**config.mk**
```make
export PLATFORM = sky130hd
export DESIGN_NAME = trace_dump_ctrl_flat
export DESIGN_NICKNAME = d
export VERILOG_FILES = /design/src/rtl/trace_dump_ctrl_if.sv /design/src/rtl/trace_dump_ctrl.sv /design/src/flat_wrapper.sv
export SDC_FILE = /design/constraint.sdc
export NUM_CORES = 1
export LEC_CHECK = 0
export ABC_AREA = 1
export BUFFER_PORTS_ARGS = -buffer_cell sky130_fd_sc_hd__buf_2
export CAP_MARGIN = 10
export CORE_MARGIN = 2
export CORE_UTILIZATION = 45
export DETAILED_ROUTE_END_ITERATION = 8
export PLACE_DENSITY = 0.76
export RECOVER_POWER = 50
export SYNTH_ARGS = -nofsm -noshare
export SYNTH_HDL_FRONTEND = slang
export SYNTH_SLANG_ARGS = --single-unit
```
**constraint.sdc**
```tcl
create_clock -name wb_clk_i -period 6.4 [get_ports wb_clk_i]
set_input_delay 1.28 -clock wb_clk_i [delete_from_list [all_inputs] [get_ports wb_clk_i]]
set_output_delay 1.28 -clock wb_clk_i [all_outputs]
set_load 0.1 [all_outputs]
```
**src/rtl/trace_dump_ctrl_if.sv**
```systemverilog
// rtl/trace_dump_ctrl_if.sv - Wishbone master and host byte-stream signals of the trace dump controller
interface trace_dump_ctrl_if;
  logic [11:0] wbm_adr_o;
  logic [31:0] wbm_dat_o;
  logic [3:0]  wbm_sel_o;
  logic        wbm_we_o;
  logic        wbm_cyc_o;
  logic        wbm_stb_o;
  logic [31:0] wbm_dat_i;
  logic        wbm_ack_i;
  logic        wbm_err_i;
  logic [7:0]  tx_data_o;
  logic        tx_valid_o;
  logic        tx_ready_i;

  modport master (
    output wbm_adr_o, wbm_dat_o, wbm_sel_o, wbm_we_o, wbm_cyc_o, wbm_stb_o,
    output tx_data_o, tx_valid_o,
    input  wbm_dat_i, wbm_ack_i, wbm_err_i, tx_ready_i
  );

  modport slave (
    input  wbm_adr_o, wbm_dat_o, wbm_sel_o, wbm_we_o, wbm_cyc_o, wbm_stb_o,
    input  tx_data_o, tx_valid_o,
    output wbm_dat_i, wbm_ack_i, wbm_err_i, tx_ready_i
  );
endinterface

```
**src/rtl/trace_dump_ctrl.sv**
```systemverilog
// rtl/trace_dump_ctrl.sv - arms a trace logger trigger, waits for capture, dumps the log as bytes
module trace_dump_ctrl #(
  parameter int CAPT_WAIT = 1030,
  parameter int NWORDS    = 4096
) (
  input  logic                wb_clk_i,
  input  logic                wb_rst_i,
  input  logic                start_i,
  input  logic                abort_i,
  input  logic [31:0]         trig_val_i,
  input  logic [31:0]         trig0_i,
  output logic                busy_o,
  output logic                done_o,
  output logic                err_o,
  trace_dump_ctrl_if.master   bus
);

  localparam int          CW       = $clog2(CAPT_WAIT + 1);
  localparam logic [CW-1:0] CNT_INIT = CW'(CAPT_WAIT - 1);
  localparam logic [11:0] LAST_IDX = 12'(NWORDS - 1);

  typedef enum logic [2:0] {
    S_IDLE, S_ARM, S_WAIT_TRIG, S_WAIT_CAPT, S_RD, S_SEND, S_FIN
  } state_t;

  state_t        state_q, state_d;
  logic [31:0]   trig_q, trig_d;
  logic [CW-1:0] cnt_q, cnt_d;
  logic [11:0]   idx_q, idx_d;
  logic [31:0]   shift_q, shift_d;
  logic [1:0]    bcnt_q, bcnt_d;
  logic          err_q, err_d;

  // State and datapath registers; reset clears everything immediately
  always_ff @(posedge wb_clk_i or posedge wb_rst_i) begin
    if (wb_rst_i) begin
      state_q <= S_IDLE;
      trig_q  <= '0;
      cnt_q   <= '0;
      idx_q   <= '0;
      shift_q <= '0;
      bcnt_q  <= '0;
      err_q   <= 1'b0;
    end else begin
      state_q <= state_d;
      trig_q  <= trig_d;
      cnt_q   <= cnt_d;
      idx_q   <= idx_d;
      shift_q <= shift_d;
      bcnt_q  <= bcnt_d;
      err_q   <= err_d;
    end
  end

  // Next-state logic; abort overrides every handshake, bus error overrides ack
  always_comb begin
    state_d = state_q;
    trig_d  = trig_q;
    cnt_d   = cnt_q;
    idx_d   = idx_q;
    shift_d = shift_q;
    bcnt_d  = bcnt_q;
    err_d   = 1'b0;
    if (abort_i) begin
      state_d = S_IDLE;
    end else begin
      case (state_q)
        S_IDLE: begin
          if (start_i) begin
            trig_d  = trig_val_i;
            state_d = S_ARM;
          end
        end
        S_ARM: begin
          if (bus.wbm_err_i) begin
            err_d   = 1'b1;
            state_d = S_IDLE;
          end else if (bus.wbm_ack_i) begin
            state_d = S_WAIT_TRIG;
          end
        end
        S_WAIT_TRIG: begin
          if (trig0_i == trig_q) begin
            cnt_d   = CNT_INIT;
            state_d = S_WAIT_CAPT;
          end
        end
        S_WAIT_CAPT: begin
          if (cnt_q == '0) begin
            idx_d   = '0;
            state_d = S_RD;
          end else begin
            cnt_d = cnt_q - CW'(1);
          end
        end
        S_RD: begin
          if (bus.wbm_err_i) begin
            err_d   = 1'b1;
            state_d = S_IDLE;
          end else if (bus.wbm_ack_i) begin
            shift_d = bus.wbm_dat_i;
            bcnt_d  = 2'd0;
            state_d = S_SEND;
          end
        end
        S_SEND: begin
          if (bus.tx_ready_i) begin
            // Low byte is always the one on the stream; shift the next one down
            shift_d = shift_q >> 8;
            if (bcnt_q == 2'd3) begin
              if (idx_q == LAST_IDX) begin
                state_d = S_FIN;
              end else begin
                idx_d   = idx_q + 12'd1;
                state_d = S_RD;
              end
            end else begin
              bcnt_d = bcnt_q + 2'd1;
            end
          end
        end
        S_FIN: begin
          state_d = S_IDLE;
        end
        default: begin
          state_d = S_IDLE;
        end
      endcase
    end
  end

  // Outputs decoded from the registered state so reset clears them at once
  always_comb begin
    bus.wbm_cyc_o  = (state_q == S_ARM) || (state_q == S_RD);
    bus.wbm_stb_o  = bus.wbm_cyc_o;
    bus.wbm_we_o   = (state_q == S_ARM);
    bus.wbm_sel_o  = bus.wbm_cyc_o ? 4'hF : 4'h0;
    bus.wbm_adr_o  = (state_q == S_RD) ? idx_q : 12'd0;
    bus.wbm_dat_o  = (state_q == S_ARM) ? trig_q : 32'd0;
    bus.tx_valid_o = (state_q == S_SEND);
    bus.tx_data_o  = (state_q == S_SEND) ? shift_q[7:0] : 8'd0;
    busy_o         = (state_q != S_IDLE);
    done_o         = (state_q == S_FIN);
    err_o          = err_q;
  end

endmodule
```
**src/flat_wrapper.sv**
```systemverilog
// flat-port wrapper written by rule: the top's interface ports become plain ports
module trace_dump_ctrl_flat 
#(
  parameter int CAPT_WAIT = 1030,
  parameter int NWORDS    = 4096
)
  (wb_clk_i, wb_rst_i, start_i, abort_i, trig_val_i, trig0_i, busy_o, done_o, err_o, bus_wbm_adr_o, bus_wbm_dat_o, bus_wbm_sel_o, bus_wbm_we_o, bus_wbm_cyc_o, bus_wbm_stb_o, bus_tx_data_o, bus_tx_valid_o, bus_wbm_dat_i, bus_wbm_ack_i, bus_wbm_err_i, bus_tx_ready_i);
  trace_dump_ctrl_if bus_i ();
  input  logic wb_clk_i;
  input  logic wb_rst_i;
  input  logic start_i;
  input  logic abort_i;
  input  logic [31:0] trig_val_i;
  input  logic [31:0] trig0_i;
  output logic busy_o;
  output logic done_o;
  output logic err_o;
  output wire logic [$bits(bus_i.wbm_adr_o)-1:0] bus_wbm_adr_o;
  output wire logic [$bits(bus_i.wbm_dat_o)-1:0] bus_wbm_dat_o;
  output wire logic [$bits(bus_i.wbm_sel_o)-1:0] bus_wbm_sel_o;
  output wire logic [$bits(bus_i.wbm_we_o)-1:0] bus_wbm_we_o;
  output wire logic [$bits(bus_i.wbm_cyc_o)-1:0] bus_wbm_cyc_o;
  output wire logic [$bits(bus_i.wbm_stb_o)-1:0] bus_wbm_stb_o;
  output wire logic [$bits(bus_i.tx_data_o)-1:0] bus_tx_data_o;
  output wire logic [$bits(bus_i.tx_valid_o)-1:0] bus_tx_valid_o;
  input wire logic [$bits(bus_i.wbm_dat_i)-1:0] bus_wbm_dat_i;
  input wire logic [$bits(bus_i.wbm_ack_i)-1:0] bus_wbm_ack_i;
  input wire logic [$bits(bus_i.wbm_err_i)-1:0] bus_wbm_err_i;
  input wire logic [$bits(bus_i.tx_ready_i)-1:0] bus_tx_ready_i;
  assign bus_wbm_adr_o = bus_i.wbm_adr_o;
  assign bus_wbm_dat_o = bus_i.wbm_dat_o;
  assign bus_wbm_sel_o = bus_i.wbm_sel_o;
  assign bus_wbm_we_o = bus_i.wbm_we_o;
  assign bus_wbm_cyc_o = bus_i.wbm_cyc_o;
  assign bus_wbm_stb_o = bus_i.wbm_stb_o;
  assign bus_tx_data_o = bus_i.tx_data_o;
  assign bus_tx_valid_o = bus_i.tx_valid_o;
  assign bus_i.wbm_dat_i = bus_wbm_dat_i;
  assign bus_i.wbm_ack_i = bus_wbm_ack_i;
  assign bus_i.wbm_err_i = bus_wbm_err_i;
  assign bus_i.tx_ready_i = bus_tx_ready_i;
  trace_dump_ctrl #(.CAPT_WAIT(CAPT_WAIT), .NWORDS(NWORDS)) u_core (.wb_clk_i(wb_clk_i), .wb_rst_i(wb_rst_i), .start_i(start_i), .abort_i(abort_i), .trig_val_i(trig_val_i), .trig0_i(trig0_i), .busy_o(busy_o), .done_o(done_o), .err_o(err_o), .bus(bus_i));
endmodule
```
==> results.yml, run 1 <==
yosys:
  synth-main-ff-cell: "dfrtp_1"
  postSynthCellCount: 699
  syn-cell-area_um2: 5310
  synth.yosys.seq_area_share_pct: 43.8
  async_flop_share_pct: 100
  synth_edf_count: 0
  synth.ff_latch_count: 93
  ys_types: 38
  synth_area_leaders: "dfrtp_1 44%, nand2_1 8.4%, nor2_1 7.9%, inv_1 7.1%, xnor2_1 3.8%"
  yosysTopAreaCellShare_pct: 43.8
  synth_nets: 806
  yosys_warnings: 0
  avgSynthCellArea_um2: 7.60
  synth_area_leader_cell: "dfrtp_1"
floorplanning:
  core_um2: 11500
  rows: 39
  chipWidth_um: 113
  initial_utilization_pct: 46.3
  die_h_um: 113
  io_pins: 166
  dieArea_um2: 12700
routing:
  drc: 0
  vias: 4855
  ant_nets: 0
  routed_wirelength_mm: 12.5
  detail_route.wl_per_cell_um: 12.5
  via_per_inst: 4.88
  drtIter0Drc: 243
  first_pass_iters: 4
global_routing:
  grt_max_degree: 69
  gr-total-overflow: 0
  antenna_found_initial: 0
  grt_pass1_wl_mm: 20.8
  gr-usage-all-layers_pct: 19.8
  grt_pass1_vias: 4530
placement:
  dpl.hpwl_mm: 9.28
  gp_congestion: 0.871
  io_buffers: 165
cts:
  cts_made_buffers: 9
  cts_htree_levels: 3
  clock_latency_ns: 0.33
  post_cts_buffers: 0
  clockRootBuffer: "clkbuf_16"
  cts_tree: "yes"
  clock_tree.buffer_depth: 2
  cts.sinks: 93
  postCtsHoldBufs: 0
  post_cts_resized: 0
  clkTransAtPathRegs_ns: 0.06
cells_and_area:
  nNetsFinal: 953
  num_antenna_cells: 0
  areaGrowthSynthToFinish_pct: 19.9
  drive_above_1_share_pct: 25.1
hold_path:
  min_from: "u_core.cnt_q[10]"
  hold_class: "reg -> reg"
  hold_depth: 2
  whs_endpoint: "u_core.cnt_q[10]"
timing:
  finalMaxSlewViolations: 134
  rsz0062_at_grt: "no"
  hold_ws_ns: 0.482
  tightest_slew_ns: 2.50
  clock_skew_ns: 0.00672
  fin_setup_tns_ns: 0
  finalHoldViolCount: 0
  setup_viol: 0
  fin_crit_ns: 4.35
  fin_crit_sh_pct: 68.0
  fmax_ghz: 0.230
  relSlewSlack_pct: -66.5
critical_path:
  worstSetupPathType: "reg -> out"
  slowest_stage: "nand3_1"
  worstReg2RegStart: "u_core.state_q[0]"
  path_cells: "nand3_1 -> nand2_1 -> buf_2"
  cp_slowest_stage_delay_ns: 0.97
  crit_path_max_fanout: 35
  cp-start-kind: "flop"
  r2r_slack_ns: 3.26
  worst_r2r_endpoint: "u_core.trig_q[16]"
  critPathCaptureType: "output pin"
  reg2reg_depth: 5
  startpoint: "u_core.state_q[0]"
  worstPathRequired_ns: 5.12
  arrival_ns: 3.07
power_and_ir_drop:
  irDropWorstVdd_v: 0.000531
  leakagePower_nw: 3.36
  finalPower_mw: 3.15
  power_density_nw_per_um2: 494
run_status:
  violations: "max-capacitance violations, max-slew violations"
  outcome: "finished with violations"
run:
  max_cap_violations: 2
[logic make-up (layout without fill, tap and decap cells)]
kind of cell               after synthesis  after routing  share of synthesized area, %
DFF                                     93             93                          43.8
and+or+nand+nor                        308            308                          25.1
AOI/OAI and AO/OA                      125            125                          14.2
buffers and inverters                  139            291                          11.0
xor gates and xnor gates                30             30                          4.94
adders and majority gates                4              4                         0.942
[per-layer routing]
layer  vias up  share of wire [%]  global-route usage [%]
met5         -                  0                       0
met4         0                1.3                    4.31
met3        10                7.9                    5.13
met2       160                 46                    33.1
met1      2183                 45                    26.2
li1       2502                  -                       -
[cell usage in the layout (no fill, tap or decap), types with 2 or more instances in the layout]
| master | n |
|---|---|
| buf_2 | 163 |
| nand2_1 | 119 |
| nor2_1 | 113 |
| inv_1 | 101 |
| dfrtp_1 | 93 |
| nand3_1 | 38 |
| a21oi_1 | 36 |
| o21ai_1 | 28 |
| o21ai_0 | 26 |
| o211ai_1 | 24 |
| xnor2_1 | 23 |
| nand2_2 | 13 |
| nand4_1 | 10 |
| clkbuf_16 | 9 |
| o21ai_2 | 7 |
| xor2_1 | 7 |
| nor3_1 | 4 |
| ha_1 | 4 |
| clkbuf_1 | 4 |
| inv_2 | 3 |
| nor3_2 | 3 |
| or2_2 | 2 |
| nor4_1 | 2 |
| clkinv_2 | 2 |
[how the worst max path moves through the flow]
stage | depth (start not counted) | endpoint | slack (ns)
after floorplan | 2 | done_o | 2.48
after global placement | 3 | bus_wbm_cyc_o | 2.97
after detailed placement | 3 | bus_wbm_cyc_o | 2.88
after CTS | 3 | bus_wbm_cyc_o | 2.52
after global routing | 3 | bus_wbm_stb_o | 1.79
final | 3 | bus_wbm_cyc_o | 2.05
[cells in the mapped netlist, types with 9 or more instances]
| cell type | instances |
|---|---|
| o21ai_0 | 17 |
| nand2_2 | 13 |
| clkbuf_1 | 14 |
| o21ai_1 | 30 |
| xnor2_1 | 23 |
| dfrtp_1 | 93 |
| nor2_1 | 112 |
| a21oi_1 | 35 |
| nand4_1 | 9 |
| nand2_1 | 119 |
| buf_4 | 10 |
| inv_1 | 101 |
| nand3_1 | 37 |
| o21ai_2 | 14 |
| o211ai_1 | 24 |
[stage by stage]
stage / setup slack [ns] / cell area, µm² / instances / util, %
floorplan: 2.48 / 5310 / 699 / -
global placement: 2.97 / 6170 / 978 / 53.8
detailed placement: 2.88 / 6170 / 978 / 53.8
CTS: 2.52 / 6450 / 994 / 56.2
global route: 1.79 / 6370 / 994 / 55.6
finish: 2.05 / 6370 / 994 / 55.6
[power by group]
| group | switching, mW | internal (mW) |
|---|---|---|
| logic | 1.37 | 0.361 |
| clock network | 0.221 | 0.275 |
| registers | 0.113 | 0.811 |
| total | 1.70 | 1.45 |
[layout make-up]
cell class | count | area, µm²
Fill cell | 1071 | 5090
Multi-Input combinational cell | 467 | 2340
Sequential cell | 93 | 2330
Timing Repair Buffer | 168 | 840
Inverter | 107 | 405
Clock buffer | 11 | 243
Tap cell | 143 | 179
Clock inverter | 5 | 35.0
[worst max-delay path: cells and delay by family, from the launching register on]
kind,cells,cell delay [ns]
simple gates,2,1.65
flops,1,0.57
buf+inv,1,0.52
[sequential cells by signal, summed over array words and instances, names as in the netlist]
signal	cells
u_core.shift_q	32
u_core.trig_q	32
u_core.idx_q	12
u_core.cnt_q	11
u_core.state_q	3
u_core.bcnt_q	2
u_core.err_o	1
Power figures use the tool's default switching activity.
==> run 2, diff against run 1 <==
Settings changed: PLACE_DENSITY 0.76 to 0.78.
Clock period 6.4 ns to 3.9 ns, I/O delays scaled along.
==> results.yml, run 2 (synthesized netlist as in run 1, its figures left out) <==
timing:
  finalHoldViolCount: 0
  fin_crit_ns: 3.06
  tightest_slew_ns: 1.76
  fin_crit_sh_pct: 78.6
  clock_skew_ns: 0.00463
  rsz0062_at_grt: "no"
  fin_ws_ns: 0.836
  setup_viol: 0
  relSlewSlack_pct: -18.2
  hold_ws_ns: 0.496
  finalMaxSlewViolations: 41
  fin_setup_tns_ns: 0
  fmax_ghz: 0.326
critical_path:
  cp-start-kind: "flop"
  slowest_stage: "nand3_1"
  worstSetupPathType: "reg -> reg"
  critPathCaptureType: "flop"
  cp_slowest_stage_delay_ns: 1.09
  crit_path_max_fanout: 42
  path_cells: "nor3_1 -> nand3_1 -> buf_4 -> nor2_1 -> a21oi_1"
  arrival_ns: 3.23
  worstPathRequired_ns: 4.07
cts:
  cts.sinks: 93
  cts_made_buffers: 9
  clkTransAtPathRegs_ns: 0.06
  clockRootBuffer: "clkbuf_16"
  post_cts_resized: 0
  cts_htree_levels: 3
  clock_tree.buffer_depth: 2
  clock_latency_ns: 0.35
  post_cts_buffers: 0
  cts_tree: "yes"
  postCtsHoldBufs: 0
global_routing:
  grt_use_met2_pct: 34.3
  grt_max_degree: 65
  gr-total-overflow: 0
  grt_pass1_wl_mm: 21.2
  gr-usage-all-layers_pct: 20.9
  met3_usage_pct: 5.24
  grt-busiest-layer: "met2"
  met1_usage_pct: 26.3
  grt_pass1_vias: 4601
  antenna_found_initial: 0
power_and_ir_drop:
  p_comb_share_pct: 54.3
  irDropWorstVdd_v: 0.00109
  pwr-share-seq_pct: 28.9
  leakagePower_nw: 3.38
  intPower_mw: 2.43
  clkPwrFrac_pct: 16.8
  finalPower_mw: 5.25
  power_density_nw_per_um2: 818
  switching_share_pct: 53.7
  p_sw_mw: 2.82
floorplanning:
  chipWidth_um: 113
  die_h_um: 113
  rows: 39
  initial_utilization_pct: 46.3
  io_pins: 166
  core_um2: 11500
  dieArea_um2: 12700
cells_and_area:
  drive_above_1_share_pct: 25.7
  reg_top3: "u_core.shift_q (32), u_core.trig_q (32), u_core.idx_q (12)"
  nNetsFinal: 954
  fill_cells: 1088
  fin_area_um2: 6430
  mostFrequentLayoutCell: "buf_2"
  areaGrowthSynthToFinish_pct: 20.9
  num_antenna_cells: 0
  layout.cells.most_common_list: "164 x buf_2, 120 x nand2_1, 113 x nor2_1"
run:
  max_cap_violations: 1
routing:
  ant_nets: 0
  drc: 0
  detail_route.wl_per_cell_um: 13.0
  routed_wirelength_mm: 12.9
  first_pass_iters: 4
  vias: 4884
  via_per_inst: 4.91
  drtIter0Drc: 277
placement:
  io_buffers: 165
  dp_slack_ns: 1.22
  gp_congestion: 0.879
  place_area_um2: 6190
  dpl.hpwl_mm: 9.53
run_status:
  outcome: "finished with violations"
  violations: "max-capacitance violations, max-slew violations"
hold_path:
  hold_class: "reg -> reg"
## run 2: power by group through the flow
| stage | Clock, mW | Combinational [mW] | Sequential [mW] |
|---|---|---|---|
| 6_report | 0.880 | 2.85 | 1.52 |
| 5_1_grt | 0.945 | 3.05 | 1.56 |
| 4_1_cts | 0.896 | 2.89 | 1.52 |
| 3_5_place_dp | 0 | 2.87 | 1.54 |
| 3_3_place_gp | 0 | 2.84 | 1.52 |
| 2_1_floorplan | 0 | 2.46 | 1.50 |
## run 2: cell type report
cell class                 instances  area, µm²  share of cell area, %
clock buffer                      12        246                   3.84
clock inverter                     4       47.5                  0.740
inverter                         107        405                   6.31
multi-input combinational        467       2370                   36.9
sequential                        93       2330                   36.2
tap                              143        179                   2.78
timing repair buffer             169        850                   13.2
## run 2: final timing paths
check | from | to | slack [ns] | cells after the start
worst max-delay path | u_core.state_q[0] | u_core.trig_q[31] | 0.84 | 5
worst min-delay path | u_core.cnt_q[0] | u_core.cnt_q[0] | 0.50 | 1
worst max register to register | u_core.state_q[0] | u_core.trig_q[31] | 0.84 | 5
worst min register to register | u_core.cnt_q[0] | u_core.cnt_q[0] | 0.50 | 1
min in group asynchronous | wb_rst_i | u_core.shift_q[29] | 0.86 | 2
max in group asynchronous | wb_rst_i | u_core.trig_q[9] | 1.08 | 3
## run 2: routing by layer
layer / vias up / wire length [µm]
met3: 23 / 1010
met1: 2194 / 5690
li1: 2501 / -
met4: 0 / 301
met5: - / 0
met2: 166 / 5920
## run 2: critical path, delay by kind of cell, from the launching register on
kind,cells,cell delay (ns)
flip-flops,1,0.52
AND/OR/NAND/NOR,3,1.69
buffers and inverters,1,0.61
AO/OA/AOI/OAI,1,0.06
## run 2: through the flow
| stage | utilization, % | cells |
|---|---|---|
| finish | 56.0 | 995 |
| global route | 56.0 | 995 |
| CTS | 56.5 | 995 |
| detailed placement | 54.0 | 979 |
| global placement | 54.0 | 979 |
| floorplan | - | 699 |
==> run 3, diff against run 2 <==
Clock period 3.9 ns to 2.57 ns, I/O delays scaled along.
==> results.yml, run 3 (synthesized netlist as in run 1, its figures left out) <==
cts:
  post_cts_buffers: 0
  post_cts_resized: 0
  cts_htree_levels: 3
  postCtsHoldBufs: 0
  cts.sinks: 93
  clock_latency_ns: 0.34
  clockRootBuffer: "clkbuf_16"
  cts_tree: "yes"
  clkTransAtPathRegs_ns: 0.06
  cts_made_buffers: 9
  clock_tree.buffer_depth: 2
cells_and_area:
  layout.cells.most_common_list: "118 x nand2_1, 116 x buf_2, 100 x inv_1"
  mostFrequentLayoutCell: "nand2_1"
  fin_area_um2: 7280
  fill_cells: 947
  areaGrowthSynthToFinish_pct: 37.1
  regArea_um2: 2330
  nNetsFinal: 959
  finish.utilization_pct: 63.5
  multi_input_area_um2: 2470
  reg_top3: "u_core.shift_q (32), u_core.trig_q (32), u_core.idx_q (12)"
  drive_above_1_share_pct: 30.3
timing:
  tightest_slew_ns: 1.57
  setup_viol: 0
  clock_skew_ns: 0.00940
  finalHoldViolCount: 0
  relSlewSlack_pct: -4.89
  fin_crit_sh_pct: 92.0
  rsz0062_at_grt: "no"
  fmax_ghz: 0.423
  fin_ws_ns: 0.204
  finalMaxSlewViolations: 37
  fin_setup_tns_ns: 0
  fin_crit_ns: 2.37
power_and_ir_drop:
  p_comb_share_pct: 59.4
  p_sw_mw: 4.57
  clkPwrFrac_pct: 15.5
  irDropWorstVdd_v: 0.00118
  intPower_mw: 4.69
  leakagePower_nw: 3.57
  pwr-share-seq_pct: 25.1
  switching_share_pct: 49.3
  power_density_nw_per_um2: 1270
routing:
  detail_route.wl_per_cell_um: 13.2
  ant_nets: 0
  drtIter0Drc: 348
  first_pass_iters: 5
  via_per_inst: 5.00
  drc: 0
  routed_wirelength_mm: 13.2
  vias: 5005
global_routing:
  grt_max_degree: 65
  gr-total-overflow: 0
  grt_pass1_wl_mm: 21.4
  grt_pass1_vias: 4583
  antenna_found_initial: 2
  gr-usage-all-layers_pct: 20.7
hold_path:
  hold_class: "in -> async"
critical_path:
  cp-start-kind: "flop"
  cp_slowest_stage_delay_ns: 0.51
  crit_path_max_fanout: 33
  worstPathRequired_ns: 2.06
  slowest_stage: "dfrtp_1"
  worstSetupPathType: "reg -> out"
  path_cells: "inv_2 -> nand3_2 -> buf_4 -> nor2_1 -> buf_12"
  arrival_ns: 1.85
  critPathCaptureType: "output pin"
floorplanning:
  initial_utilization_pct: 46.3
  chipWidth_um: 113
  die_h_um: 113
  core_um2: 11500
  io_pins: 166
  dieArea_um2: 12700
  rows: 39
run_status:
  outcome: "finished with violations"
  violations: "max-capacitance violations, max-slew violations"
placement:
  place_area_um2: 6970
  dp_slack_ns: 0.447
  gp_congestion: 0.860
  dpl.hpwl_mm: 10.3
  io_buffers: 165
run:
  max_cap_violations: 2
-- run 3: through the flow --
stage | hold slack (ns) | power, mW | cells
floorplan | 0.455 | 6.10 | 699
global placement | 0.441 | 7.77 | 984
detailed placement | 0.441 | 7.88 | 984
CTS | 0.0848 | 9.32 | 1000
global route | 0.109 | 9.74 | 1002
finish | 0.0954 | 9.26 | 1002
-- run 3: path summary, 6_finish.rpt --
path                                        start                 end  slack [ns]  cells past startpoint
worst max-delay path            u_core.state_q[2]    bus_wbm_dat_o[0]        0.20                      5
worst min-delay path                     wb_rst_i  u_core.shift_q[13]         0.1                      2
worst max register to register  u_core.state_q[0]   u_core.trig_q[17]        0.39                      5
worst min register to register    u_core.cnt_q[0]     u_core.cnt_q[0]        0.49                      1
max in group asynchronous                wb_rst_i   u_core.shift_q[6]        0.65                      3
min in group wb_clk_i                     abort_i        u_core.err_o        0.37                      2
-- run 3: final cells by class --
type                            instances  area share, %
Clock buffer                            9           3.09
Antenna cell                            2         0.0687
Inverter                              107           5.57
Sequential cell                        93           32.0
Multi-Input combinational cell        467           34.0
Timing Repair Buffer                  174           21.6
Clock inverter                          7           1.32
Tap cell                              143           2.46
-- run 3: critical path, delay by kind of cell, from the launching register on --
kind,cells,cell delay [ns]
AND/OR/NAND/NOR,2,0.27
buffers and inverters,3,0.72
flip-flops,1,0.51
-- run 3: power by group through the flow --
stage | registers, mW | logic, mW | clock network, mW
floorplan | 2.27 | 3.82 | 0
global placement | 2.31 | 5.46 | 0
detailed placement | 2.35 | 5.53 | 0
CTS | 2.32 | 5.54 | 1.46
global route | 2.38 | 5.82 | 1.53
finish | 2.33 | 5.50 | 1.43
-- run 3: routing by layer --
layer	up-vias	GRT usage [%]	wire length, µm	share of wire [%]
li1	2516	-	-	-
met2	192	32.5	6110	46
met4	0	9.27	320	2.4
met3	23	3.51	894	6.8
met1	2274	28.3	5920	45
met5	-	0	0	0
